[config.mk]
export PLATFORM = sky130hd
export DESIGN_NAME = sys_arr_feeder
export DESIGN_NICKNAME = d
export VERILOG_FILES = /design/src/rtl/sys_arr_feeder.sv
export SDC_FILE = /design/constraint.sdc
export NUM_CORES = 2
export LEC_CHECK = 0
export CAP_MARGIN = 10
export CELL_PAD_IN_SITES_DETAIL_PLACEMENT = 0
export CELL_PAD_IN_SITES_GLOBAL_PLACEMENT = 1
export CORE_AREA = 2 2 519 521
export DETAILED_ROUTE_END_ITERATION = 16
export DIE_AREA = 0 0 521 523
export GPL_ROUTABILITY_DRIVEN = 0
export HOLD_SLACK_MARGIN = 0.15
export MAX_ROUTING_LAYER = met4
export PLACE_DENSITY_LB_ADDON = 0.1
export SYNTH_ARGS = -nofsm -noshare
export SYNTH_HDL_FRONTEND = slang
export SYNTH_SLANG_ARGS = --single-unit
[constraint.sdc]
create_clock -name clk -period 101.8 [get_ports clk]
set_input_delay 15.27 -clock clk [delete_from_list [all_inputs] [get_ports clk]]
set_output_delay 15.27 -clock clk [all_outputs]
set_load 0.01 [all_outputs]
[src/rtl/sys_arr_feeder.sv]
// sys_arr_feeder: skews two 4x4 operand matrices into a 4x4 systolic array,
// one diagonal per slot, followed by zero-bubble drain cycles and a done pulse.
`default_nettype none

module sys_arr_feeder #(
  parameter int WIDTH = 32,
  parameter int DRAIN = 7
) (
  input  logic                     clk,
  input  logic                     reset,
  input  logic                     start,
  output logic                     ready,
  input  logic [7:0]               job_id,
  input  logic [16*WIDTH-1:0]      a_mat,
  input  logic [16*WIDTH-1:0]      b_mat,
  output logic signed [WIDTH-1:0]  A0,
  output logic signed [WIDTH-1:0]  A1,
  output logic signed [WIDTH-1:0]  A2,
  output logic signed [WIDTH-1:0]  A3,
  output logic signed [WIDTH-1:0]  B0,
  output logic signed [WIDTH-1:0]  B1,
  output logic signed [WIDTH-1:0]  B2,
  output logic signed [WIDTH-1:0]  B3,
  output logic [7:0]               tag_0,
  output logic [7:0]               tag_1,
  output logic [7:0]               tag_2,
  output logic [7:0]               tag_3,
  output logic                     busy,
  output logic                     done
);

  localparam logic [1:0] ST_IDLE  = 2'd0;
  localparam logic [1:0] ST_FEED  = 2'd1;
  localparam logic [1:0] ST_DRAIN = 2'd2;
  localparam logic [1:0] ST_DONE  = 2'd3;

  localparam logic [3:0] FEED_LAST  = 4'd6;
  localparam int         DRAIN_L    = (DRAIN > 0) ? DRAIN - 1 : 0;
  localparam logic [3:0] DRAIN_LAST = DRAIN_L[3:0];

  logic [1:0]            state, state_nx;
  logic [3:0]            t, t_nx;
  logic [16*WIDTH-1:0]   a_reg, b_reg;
  logic [7:0]            id_reg;
  logic                  accept;
  logic [16*WIDTH-1:0]   src_a, src_b;
  logic [7:0]            src_id;
  logic [WIDTH-1:0]      a_q [4];
  logic [WIDTH-1:0]      b_q [4];
  logic [7:0]            tag_q [4];
  logic [WIDTH-1:0]      a_nx [4];
  logic [WIDTH-1:0]      b_nx [4];
  logic [7:0]            tag_nx [4];

  assign accept = start && (state == ST_IDLE) && (job_id != 8'h00);

  always_comb begin
    state_nx = state;
    t_nx     = t;
    case (state)
      ST_IDLE: begin
        if (accept) begin
          state_nx = ST_FEED;
          t_nx     = 4'd0;
        end
      end
      ST_FEED: begin
        if (t == FEED_LAST) begin
          state_nx = (DRAIN == 0) ? ST_DONE : ST_DRAIN;
          t_nx     = 4'd0;
        end else begin
          t_nx = t + 4'd1;
        end
      end
      ST_DRAIN: begin
        if (t == DRAIN_LAST) begin
          state_nx = ST_DONE;
          t_nx     = 4'd0;
        end else begin
          t_nx = t + 4'd1;
        end
      end
      default: begin
        state_nx = ST_IDLE;
        t_nx     = 4'd0;
      end
    endcase
  end

  // Slot values are computed one cycle early from the next slot index so the
  // outputs come straight from registers; on acceptance the live inputs feed slot 0.
  always_comb begin
    src_a  = accept ? a_mat  : a_reg;
    src_b  = accept ? b_mat  : b_reg;
    src_id = accept ? job_id : id_reg;
    for (int r = 0; r < 4; r++) begin
      a_nx[r]   = '0;
      b_nx[r]   = '0;
      tag_nx[r] = '0;
      if (state_nx == ST_FEED) begin
        automatic int k = int'(t_nx) - r;
        if (k >= 0 && k <= 3) begin
          a_nx[r]   = src_a[(r*4+k)*WIDTH +: WIDTH];
          b_nx[r]   = src_b[(k*4+r)*WIDTH +: WIDTH];
          tag_nx[r] = src_id;
        end
      end
    end
  end

  always_ff @(posedge clk or posedge reset) begin
    if (reset) begin
      state  <= ST_IDLE;
      t      <= 4'd0;
      a_reg  <= '0;
      b_reg  <= '0;
      id_reg <= 8'h00;
      for (int r = 0; r < 4; r++) begin
        a_q[r]   <= '0;
        b_q[r]   <= '0;
        tag_q[r] <= '0;
      end
    end else begin
      state <= state_nx;
      t     <= t_nx;
      if (accept) begin
        a_reg  <= a_mat;
        b_reg  <= b_mat;
        id_reg <= job_id;
      end
      for (int r = 0; r < 4; r++) begin
        a_q[r]   <= a_nx[r];
        b_q[r]   <= b_nx[r];
        tag_q[r] <= tag_nx[r];
      end
    end
  end

  assign ready = (state == ST_IDLE) && !reset;
  assign busy  = (state != ST_IDLE);
  assign done  = (state == ST_DONE);

  assign A0 = a_q[0];
  assign A1 = a_q[1];
  assign A2 = a_q[2];
  assign A3 = a_q[3];
  assign B0 = b_q[0];
  assign B1 = b_q[1];
  assign B2 = b_q[2];
  assign B3 = b_q[3];
  assign tag_0 = tag_q[0];
  assign tag_1 = tag_q[1];
  assign tag_2 = tag_q[2];
  assign tag_3 = tag_q[3];

endmodule

`default_nettype wire

==> run metrics <==
Achievable Freq=about 31 MHz; port bufs=~1300; GRT Overall Usage=0.254; Hold Violations, Final=0; DRC viols=0; via count=about 54000; WL final=between 300000 and 400000 um; Comb power frac=0.620; share of cells above drive strength 1=0.103; H-Tree Depth=4; Layout Skew=0.0504 ns; syn nets=7361; status=completed; synthesized flop and latch total=roughly 1300; area growth from synthesis to layout=36.4%; Cell Rows=190; Cell Pwr Density=about 44 nW/um^2; worst hold slack=between 0.4 and 0.5 ns; Die ar.=between 200000 and 300000 sq um; leakage power=about 0.037 uW; Worst VDD drop=0.0319 mV; Yosys warning count=0; Crit Path Class=in -> out; die width=521 um; Die Y=around 520 um; fin crit share=0.312; Yosys cell types=79; clock-pin slew on the worst setup and hold paths=~0.05 ns; CTS tree=yes; compound-gate portion of the synthesized area=0.132; largest family of logic cells by synthesized area=simple AND/OR/NAND/NOR gates; CP Capture Type=output pin; initial antenna violation count=between 150 and 200; Setup violations, final=0; Flop pwr share=0.218; post-synthesis adder-cell area fraction=0.00324; Clock Tree Root=clkbuf_16; initial drt markers=around 4000; Psw=between 1500 and 2000 uW; Routed Antenna Nets=0; sequential area share after synthesis=0.536; post-synthesis mux area share=0.124; Syn Area/Cell=between 9 and 10 sq um; cts repair resizes=0; clock share of power=0.162; Final #Nets=8496; Synth Cell Area=~62000 sq um; Worst EP arrival=between 15 and 20 ns; internal power=between 1500 and 2000 uW; Top FF cell, synth=dfrtp_1; Largest delay share family, worst path=buffers and inverters; Post-synth EDFFs=0; largest net degree at the start of global routing=between 150 and 200; Worst setup SP type=input port; Via-to-Cell Ratio=4.78; worst-margin pin slew=1.43 ns; setup TNS=0 ns; routed len/inst=between 30 and 40 um; 1st-pass router iterations=8; simple-gate share of the synthesized area=0.147; later-pin clock latency in the skew report=between 0.8 and 0.9 ns; Hold/Removal Path Class=reg -> reg; Mapped Cells=about 6300; CTS sink cnt=1326; CTS max path bufs=3; Critical Path Max Stage Delay=roughly 0.56 ns; Remaining Overflow, GRT=0; Max Slew Vio Count=0; critical path's slowest cell=clkdlybuf4s50_1; num ports=approximately 1300; most frequent CP cell=clkdlybuf4s50_1; Initial Utilization=0.232; Final min period=31.75 ns; hold_buf cts=0; Critical Path RT=86.53 ns; maxcap violations=0; core area=267000 sq um; switching portion of total power=0.524; Worst slew margin=0.0461; RSZ-0062 raised after global routing=false; setup bufs post-CTS=0; first-pass GRT wire length=468000 um; Worst Path Buf+Inv=2; vias in the first global route=approximately 54000; dpl hpwl=around 250000 um; FFs w/ async S/R, synth=1.00; CP Cell Sequence=clkdlybuf4s50_1, nor2_1, clkdlybuf4s50_1; Post-Synth XOR/XNOR Area=0.000809; crit-path max FO=2; TritonCTS buffer count=170
power by group through the flow:
stage / clock (uW) / sequential [uW] / combinational [uW]
6_report: 601 / 807 / 2300
5_1_grt: 639 / 829 / 2440
4_1_cts: 621 / 808 / 2310
3_5_place_dp: 0 / 816 / 2300
3_3_place_gp: 0 / 812 / 2290
2_1_floorplan: 0 / 821 / 1270
stage by stage:
step / power (uW) / util / area [sq um] / setup WS [ns] / instances
floorplan: 2090 / - / 61900 / 49.15 / 6310
global placement: 3100 / 0.295 / 78700 / 69.93 / 10800
detailed placement: 3110 / 0.295 / 78700 / 70.04 / 10800
CTS: 3730 / 0.315 / 84200 / 70.04 / 11100
global route: 3910 / 0.316 / 84400 / 70.01 / 11200
finish: 3710 / 0.316 / 84400 / 70.05 / 11200
cell type report:
class / instances / area (sq um)
Antenna cell: 86 / 215
Clock buffer: 252 / 4970
Clock inverter: 41 / 457
Fill cell: 27600 / 183000
Inverter: 357 / 1360
Multi-Input combinational cell: 4139 / 25500
Sequential cell: 1326 / 33200
Tap cell: 3552 / 4440
Timing Repair Buffer: 1451 / 14300
tightest hold or removal path: cells and delay by family, from the launching register on:
family	cells	cell delay (ns)
DFF	1	0.32
and+or+nand+nor	2	0.12
per-layer routing:
metal | vias up | part of all wire | track usage | routed length, um
li1 | 24000 | - | - | -
met1 | 27200 | 0.44 | 0.333 | 154000
met2 | 2058 | 0.46 | 0.388 | 159000
met3 | 411 | 0.070 | 0.0619 | 24200
met4 | 0 | 0.026 | 0.0725 | 9060
met5 | - | 0 | - | 0
synthesized netlist by cell type (all sizes together) (3+ instances only):
master   number  area share
and3         26      0.0026
mux2        264       0.048
a31oi        37      0.0037
a2bb2oi       6     0.00085
a221oi       26      0.0037
a211oi      126       0.016
nor3         95      0.0090
o22ai       120       0.012
mux4         43       0.016
o221ai       72       0.010
nand2      1630       0.099
and2b        15      0.0018
nand2b        8     0.00093
mux2i       375       0.061
or3           7     0.00071
nand4         9     0.00091
o21ai       288       0.024
o32ai         5     0.00071
buf         203       0.017
a311oi       10      0.0014
o311a         3     0.00049
or4           3     0.00049
a41oi        10      0.0014
ha           16      0.0032
clkbuf      285       0.017
o2111a        6      0.0011
nor3b         7     0.00085
a311o        32      0.0052
o21a         11      0.0013
a22o         31      0.0044
inv         357       0.022
nor4         35      0.0066
a22oi        49      0.0059
o2111ai      38      0.0054
o211ai       69      0.0084
nand3b        3     0.00057
or2           4     0.00040
dfrtp      1326        0.54
nor2b        21      0.0021
nand3        19      0.0015
nor2        313       0.019
a21oi       260       0.021
o31a         23      0.0033
a221o         3     0.00049
final timing paths:
check / from / end / slack [ns] / cells past startpoint
setup / recovery: reset / ready / 70.05 / 3
hold / removal: b_reg[96] / b_reg[96] / 0.46 / 2
setup reg to reg: state[1] / A2[19] / 94.75 / 15
hold reg to reg: b_reg[96] / b_reg[96] / 0.46 / 2
max in group asynchronous: reset / B2[14] / 82.91 / 6
min in group asynchronous: reset / tag_0[2] / 15.04 / 2
cells by family (layout without fill, tap and decap cells):
kind of cell             after synthesis  in the layout
AND/OR/NAND/NOR                     2199           2199
buffers and inverters                845           2101
AO/OA/AOI/OAI                       1238           1238
XOR/XNOR                               4              4
flip-flops                          1326           1326
other                                  0             86
adder cells (fa/ha/maj)               16             16
multiplexers                         682            682
cell usage in the layout (no fill, tap or decap), types with 123 or more instances in the layout:
| cell type | n |
|---|---|
| inv_1 | 350 |
| clkdlybuf4s50_1 | 1325 |
| mux2_2 | 264 |
| a21oi_1 | 259 |
| clkbuf_16 | 172 |
| dfrtp_1 | 1326 |
| o21ai_0 | 284 |
| mux2i_1 | 375 |
| nor2_1 | 304 |
| a211oi_1 | 123 |
| nand2_1 | 1623 |
Note: power is estimated with default switching activity, not from simulation.
